===== config.mk =====
export PLATFORM = sky130hd
export DESIGN_NAME = branch_predictor
export DESIGN_NICKNAME = d
export VERILOG_FILES = /design/src/rtl/branch_predictor.sv
export SDC_FILE = /design/constraint.sdc
export NUM_CORES = 1
export LEC_CHECK = 0
export CAP_MARGIN = 20
export CORE_ASPECT_RATIO = 0.9
export CORE_MARGIN = 1.5
export CORE_UTILIZATION = 46
export DETAILED_ROUTE_END_ITERATION = 7
export HOLD_SLACK_MARGIN = 0.05
export PLACE_DENSITY = 0.76
export SYNTH_ARGS = -nofsm -noshare
export SYNTH_HDL_FRONTEND = slang
export SYNTH_SLANG_ARGS = --single-unit

===== constraint.sdc =====
create_clock -name clk -period 2.6 [get_ports clk]
set_clock_uncertainty 0.15 [all_clocks]
set_input_delay 0.52 -clock clk [delete_from_list [all_inputs] [get_ports clk]]
set_output_delay 0.52 -clock clk [all_outputs]
set_load 0.02 [all_outputs]

===== src/rtl/branch_predictor.sv =====
// Saturating-counter branch predictor with resolved-branch and misprediction statistics.
// Define BP_GSHARE_EN to XOR a global history register into the table index (gshare).
module branch_predictor #(
  parameter int ENTRIES    = 32,
  parameter int CTR_WIDTH  = 2,
  parameter int STAT_WIDTH = 32
) (
  input  logic                  clk,
  input  logic                  rst_n,
  input  logic                  bp_enable,
  input  logic [31:0]           guess_pc,
  input  logic                  guess_valid,
  output logic                  guess_taken,
  input  logic [31:0]           check_pc,
  input  logic                  check_valid,
  input  logic                  check_taken,
  input  logic                  check_pred,
  output logic                  mispredict,
  output logic [STAT_WIDTH-1:0] stat_branches,
  output logic [STAT_WIDTH-1:0] stat_mispredicts
);

  localparam int IDX_W = $clog2(ENTRIES);

  localparam logic [CTR_WIDTH-1:0]  CTR_MAX     = '1;
  localparam logic [CTR_WIDTH-1:0]  CTR_ZERO    = '0;
  localparam logic [CTR_WIDTH-1:0]  CTR_ONE     = {{(CTR_WIDTH-1){1'b0}}, 1'b1};
  localparam logic [CTR_WIDTH-1:0]  CTR_WEAK_NT = {1'b0, {(CTR_WIDTH-1){1'b1}}};
  localparam logic [STAT_WIDTH-1:0] STAT_MAX    = '1;
  localparam logic [STAT_WIDTH-1:0] STAT_ONE    = {{(STAT_WIDTH-1){1'b0}}, 1'b1};

  // Move a counter one step toward the resolved outcome, holding at either end.
  function automatic logic [CTR_WIDTH-1:0] ctr_next(input logic [CTR_WIDTH-1:0] ctr,
                                                    input logic                 taken);
    logic [CTR_WIDTH-1:0] nxt;
    nxt = ctr;
    if (taken) begin
      if (ctr != CTR_MAX) nxt = ctr + CTR_ONE;
    end else begin
      if (ctr != CTR_ZERO) nxt = ctr - CTR_ONE;
    end
    return nxt;
  endfunction

  function automatic logic [STAT_WIDTH-1:0] stat_inc(input logic [STAT_WIDTH-1:0] cnt);
    logic [STAT_WIDTH-1:0] nxt;
    nxt = cnt;
    if (cnt != STAT_MAX) nxt = cnt + STAT_ONE;
    return nxt;
  endfunction

  logic [CTR_WIDTH-1:0] ctr_tbl [ENTRIES];
  logic [IDX_W-1:0]     guess_idx;
  logic [IDX_W-1:0]     check_idx;
  logic                 upd;

  assign upd = check_valid & bp_enable;

`ifdef BP_GSHARE_EN
  logic [IDX_W-1:0] hist_q;

  assign guess_idx = guess_pc[IDX_W+1:2] ^ hist_q;
  assign check_idx = check_pc[IDX_W+1:2] ^ hist_q;

  always_ff @(posedge clk or negedge rst_n) begin
    if (!rst_n) begin
      hist_q <= '0;
    end else if (upd) begin
      hist_q <= {hist_q[IDX_W-2:0], check_taken};
    end
  end
`else
  assign guess_idx = guess_pc[IDX_W+1:2];
  assign check_idx = check_pc[IDX_W+1:2];
`endif

  // PC bits outside the index field play no part in prediction.
  logic unused_pc_bits;
  assign unused_pc_bits = ^{guess_pc[31:IDX_W+2], guess_pc[1:0],
                            check_pc[31:IDX_W+2], check_pc[1:0]};

  // Reads see the pre-update table, so a same-cycle collision returns the old counter.
  assign guess_taken = bp_enable & guess_valid & ctr_tbl[guess_idx][CTR_WIDTH-1];
  assign mispredict  = check_valid & bp_enable & (check_taken != check_pred);

  always_ff @(posedge clk or negedge rst_n) begin
    if (!rst_n) begin
      for (int i = 0; i < ENTRIES; i++) begin
        ctr_tbl[i] <= CTR_WEAK_NT;
      end
    end else if (upd) begin
      ctr_tbl[check_idx] <= ctr_next(ctr_tbl[check_idx], check_taken);
    end
  end

  always_ff @(posedge clk or negedge rst_n) begin
    if (!rst_n) begin
      stat_branches    <= '0;
      stat_mispredicts <= '0;
    end else if (upd) begin
      stat_branches <= stat_inc(stat_branches);
      if (mispredict) stat_mispredicts <= stat_inc(stat_mispredicts);
    end
  end

  a_guess_needs_valid: assert property (@(posedge clk) disable iff (!rst_n)
    guess_taken |-> (guess_valid && bp_enable));
  a_mispredict_needs_enable: assert property (@(posedge clk) disable iff (!rst_n)
    mispredict |-> (check_valid && bp_enable));

endmodule


Word-level counts from Yosys, hierarchy flattened:

Cells that the tools add are included.

* equal/unequal tests: 4
* reduce and logical (&&, ||, !) cells: 4
* add/sub/neg operators: 4
* bitwise logic cells: 6
* magnitude comparators: 3
* mux-type cells: 13

Operator list (number)
* adder 32 x 1 -> 32 bit, second input constant: 2
* bitwise mux 64 bit: 1
* != test 32 bit, second input constant: 2
* binary-select mux 2 bit (select 5 bit): 2
* 2-to-1 mux 2 bit: 9
* >= comparator 6 bit, second input constant: 2
* inverter 5 -> 6 bit: 2
* demux 2 bit (select 5 bit): 1
* less-than comparator 6 x 1 -> 1 bit, second input constant: 1
* AND 1 bit: 4
* AND reduction 3 bit: 1
* adder 2 x 1 -> 2 bit, second input constant: 1
* != test 2 bit, second input constant: 1
* AND reduction 2 bit: 1
* nonzero test 2 bit: 1
* subtractor 2 x 1 -> 2 bit, second input constant: 1
* logical AND 1 bit: 1
* != test 1 bit: 1

* register bits: 128

Depth between registers and ports, before layout:

* depth after elaboration: 9
* gate-level depth with buffers: 10
* mapped depth without buffers: 7

Worst setup path after synthesis:

No wires, ideal clock.

* path kind: input port to output port
* from: input port guess_pc[2]
* to: output port guess_taken
* data required time: 1.930 ns
* arrival: 2.191 ns
* cell stages on the path: 5
* setup slack: -0.261 ns
* cells stage by stage: clkbuf_1 mux4_2 mux4_2 mux2i_1 nor2_1

* longest elaborated chain between the ends: 5

Ends and longest elaborated chain
* start: declaration: RTL line 11 `input logic [31:0] guess_pc,`
* inverter 5 -> 6 bit (implied by the code): RTL line 83 `assign guess_taken = bp_enable & guess_valid & ctr_tbl[guess_idx][CTR_WIDTH-1];`
* binary-select mux 2 bit (select 5 bit): RTL line 83
* 2-to-1 mux 2 bit (implied by the code) (2 in series): RTL line 83
* AND 1 bit: RTL line 83
* end: declaration: RTL line 13 `output logic guess_taken,`

No other way between the ends. The select of a mux whose other input is x is not followed.

Worst setup path in the final report:

* from: register ctr_tbl[33] (netlist name)
* to: output port guess_taken

* longest elaborated chain between the ends: 4

Ends and longest elaborated chain
* start: declaration: RTL line 52 `logic [CTR_WIDTH-1:0] ctr_tbl [ENTRIES];`
* start signal: indexed assignment: RTL line 92 `ctr_tbl[check_idx] <= ctr_next(ctr_tbl[check_idx], check_taken);`
* binary-select mux 2 bit (select 5 bit): RTL line 83
* 2-to-1 mux 2 bit (implied by the code) (2 in series): RTL line 83
* AND 1 bit: RTL line 83

No other way between the ends. The select of a mux whose other input is x is not followed.

==> key figures <==
Run status
  • Run status: finished, violations left
  • Violated checks: setup timing

Yosys
  • Synthesis-stage register bit count: 128
  • Dominant register cell in the synthesized netlist: sky130_fd_sc_hd__dfrtp_1
  • Netlist Area Pre-Place: approximately 6400 sq um
  • Count leader, synth: sky130_fd_sc_hd__nand2_1
  • Sequential area share after synthesis: 50.4%
  • Yosys top cell by area: sky130_fd_sc_hd__dfrtp_1
  • Async SR Flop Fraction: 100%
  • Most area-consuming cells after synthesis: sky130_fd_sc_hd__dfrtp_1 (37%), sky130_fd_sc_hd__dfstp_2 (13%), sky130_fd_sc_hd__nand2_1 (7.4%)
  • Total of warnings raised by yosys: 0
  • Syn_nets: 699
  • Count of unique library cells instantiated by Yosys: 57
  • Post-synth top cells: sky130_fd_sc_hd__nand2_1 (127), sky130_fd_sc_hd__dfrtp_1 (96), sky130_fd_sc_hd__o21ai_0 (62)
  • Area share of the leading cell type in the synthesized netlist: 37.3%
  • Average size of a mapped cell: 10.3 sq um
  • Number of cells produced by synthesis: 626
  • Number of synthesized flops with an enable pin: 0

Die
  • Initial cell density of the core: 47.6%
  • Ports: between 100 and 150
  • Site Rows: 40
  • Die outline area: roughly 15,000 sq um
  • Y dimension of the die: roughly 120 um
  • Die width: 128 um
  • Area of the placeable core: 13,500 sq um

GRT
  • Routing usage on met1: between 30% and 40%
  • Most crowded layer after global routing: met2
  • Pin count of the biggest net entering global routing: 64
  • Met3 usage in global routing: 7.63%
  • Met2 Usage GRT: between 30% and 40%
  • Wire length of the first global-routing pass: 27.8 mm
  • Initial antenna violation count: 0
  • Number of global-route vias before repair: about 5,500
  • Gr ovfl total: 0
  • Global-route usage over all layers: 24.6%

Min path
  • Hold Crit Class: flip-flop to flip-flop

Final layout
  • Proportion of layout cells with a drive suffix above 1: 23.9%
  • Synthesis-to-finish area growth: 35.2%
  • Nets: 866
  • Filler cells: 1,025
  • Antenna diode instance count: 0
  • Fraction of the core area covered by cells at the end of the flow: 64.4%

Clock tree
  • TritonCTS clock tree: done
  • Clk slew on worst S/H paths: 0.06 ns
  • Clock buffer count from CTS: 17
  • Number of buffers between clock root and the deepest sink: 2
  • Number of H-tree levels: 4
  • CTS root buf: sky130_fd_sc_hd__clkbuf_16
  • Clk_lat worst skew: 0.42 ns
  • Sink count of the clock tree: 128

Timing
  • Min cycle time layout: 2.81 ns
  • Highest attainable clock frequency: 356 MHz
  • Setup violators final: 1
  • Tightest hold margin: roughly 0.31 ns
  • Setup repair after global routing missed its margin: yes
  • Share of the clock period used by the worst path: 108%
  • Total count of hold-check failures in the final report: 0
  • Transition time at the pin with the least slew margin: 0.509 ns
  • Post-route worst setup slack: -0.205 ns
  • Total negative slack for setup checks: -0.205 ns
  • Final number of max-transition violations: 0
  • Worst max-slew margin expressed relative to the limit: 65.8%

Routing
  • Vias per Instance: about 5.6
  • DRC viols: 0
  • Starting DRC count in detailed routing: 564
  • Final ANT Viol Nets: 0
  • Number of iterations in the first detailed-routing pass: 5
  • Total length of routed wires: 16.9 mm
  • Wirelength per Cell: 17.3 um
  • Vias after detailed routing: 5,469

Critical path
  • Worst endpoint required time: 1.93 ns
  • Top Family by Delay on Critical Path: multiplexers
  • Crit start category: flip-flop
  • CP dominant cell by count: sky130_fd_sc_hd__mux4_2
  • Longest individual stage delay on the worst path: between 0.4 and 0.5 ns
  • Arrival @ worst endpoint: 2.14 ns
  • Worst-path cell with the longest stage delay: sky130_fd_sc_hd__mux4_2
  • Critical path class: flip-flop to primary output
  • Critical path capture point type: primary output
  • Cell breakdown of the critical path: mux4_2 > mux4_2 > mux2i_1 > nor2_1 > buf_4
  • Critical-path maximum fanout: 2
  • Bufs and invs on worst path: 1

Placed design
  • GP Congestion: 0.908
  • Detailed placement HPWL: 12.1 mm
  • Number of buffers added on ports: slightly above 80

Pwr
  • Maximum vdd drop: 511 uV
  • Power density over cell area: 642 nW/um^2
  • Leak pwr: 0.00375 uW

Run
  • Total of max-cap violations: 0
worst reg2reg max path: cells and delay by family, from the launching register on:
family	cells	cell delay, ns
xor+xnor	1	0.12
simple gates	4	1.00
compound gates	1	0.06
buf+inv	2	0.36
flops	1	0.46
fa+ha+maj	1	0.21
where the power goes:
| part | switching, uW | internal (uW) |
|---|---|---|
| clock network | 913 | 1460 |
| logic | 419 | 426 |
| registers | 172 | 2200 |
metal layers:
metal	wire, um	vias up
met4	312	0
met2	8020	199
met5	0	-
met1	7380	2690
li1	-	2550
met3	1180	30
path summary, 6_finish.rpt:
check / start / endpoint / slack [ns] / depth (start not counted)
worst max-delay path: ctr_tbl[33]$_DFFE_PN0P_ / guess_taken / -0.21 / 5
min in group asynchronous: rst_n / stat_mispredicts[22]$_DFFE_PN0P_ / 0.44 / 2
worst min-delay path: ctr_tbl[6]$_DFFE_PN1P_ / ctr_tbl[6]$_DFFE_PN1P_ / 0.31 / 2
max in group asynchronous: rst_n / ctr_tbl[10]$_DFFE_PN1P_ / 1.05 / 3
worst min register to register: ctr_tbl[6]$_DFFE_PN1P_ / ctr_tbl[6]$_DFFE_PN1P_ / 0.31 / 2
worst max register to register: stat_mispredicts[0]$_DFFE_PN0P_ / stat_mispredicts[9]$_DFFE_PN0P_ / 0.17 / 9
cells in the final DEF (no fill, tap or decap), types with 3 or more instances in the layout:
cell type,Yosys,routed
sky130_fd_sc_hd__nor2_1,29,29
sky130_fd_sc_hd__mux2i_1,22,21
sky130_fd_sc_hd__clkinv_2,0,3
sky130_fd_sc_hd__nand2_1,127,127
sky130_fd_sc_hd__nand3_1,25,25
sky130_fd_sc_hd__a211oi_1,3,3
sky130_fd_sc_hd__buf_4,1,82
sky130_fd_sc_hd__nor3b_1,6,6
sky130_fd_sc_hd__dfrtp_1,96,96
sky130_fd_sc_hd__a21oi_1,5,5
sky130_fd_sc_hd__mux2_2,7,7
sky130_fd_sc_hd__xnor2_1,43,43
sky130_fd_sc_hd__clkdlybuf4s50_1,0,74
sky130_fd_sc_hd__a22oi_1,3,3
sky130_fd_sc_hd__xor2_1,18,18
sky130_fd_sc_hd__mux4_2,13,13
sky130_fd_sc_hd__dfstp_2,32,32
sky130_fd_sc_hd__nor3_1,9,9
sky130_fd_sc_hd__o21ai_1,4,4
sky130_fd_sc_hd__o22ai_1,5,4
sky130_fd_sc_hd__nand2b_1,9,9
sky130_fd_sc_hd__a31oi_1,5,5
sky130_fd_sc_hd__or2_2,3,3
sky130_fd_sc_hd__o21ai_0,62,61
sky130_fd_sc_hd__inv_1,4,4
sky130_fd_sc_hd__and4_1,8,8
sky130_fd_sc_hd__nand4_1,22,22
sky130_fd_sc_hd__clkbuf_16,0,17
sky130_fd_sc_hd__and3b_1,3,3
sky130_fd_sc_hd__and2_1,4,4
sky130_fd_sc_hd__and3_1,9,9
sky130_fd_sc_hd__buf_12,0,6
sky130_fd_sc_hd__clkinv_4,0,3
kinds of logic after synthesis:
family | synth area share (%)
flops | 50.4
xor+xnor | 8.30
fa+ha+maj | 0.389
simple gates | 20.8
mux | 9.19
compound gates | 8.98
buf+inv | 2.00
state kept, by name, indices dropped and copies added, names as in the netlist:
register / count
stat_branches: 32
ctr_tbl: 64
stat_mispredicts: 32
what timing repair did:
| item | CTS | global route |
|---|---|---|
| buffers inserted | 0 | 0 |
| resized for setup | 17 | 7 |
| setup endpoints to repair | 66 | 68 |
| hold buffers | 1 | 0 |
| endpoints found under the hold margin | 19 | 0 |
stage by stage:
step	cells	instance area (sq um)	worst slack, ns	power, uW
3_5_place_dp	941	8080	-0.979	3240
6_report	974	8710	-0.205	5590
3_3_place_gp	941	8080	-0.948	3200
4_1_cts	974	8680	-0.216	5630
2_1_floorplan	626	6440	0.00912	2780
5_1_grt	974	8710	-0.264	5820
final cells by class:
class / count / area (sq um) / share of cell area, %
Clock buffer: 20 / 457 / 5.25
Clock inverter: 12 / 134 / 1.54
Inverter: 4 / 15.0 / 0.172
Multi-Input combinational cell: 472 / 3090 / 35.5
Sequential cell: 128 / 3240 / 37.3
Tap cell: 168 / 210 / 2.41
Timing Repair Buffer: 170 / 1560 / 17.9
Power figures use the tool's default switching activity.
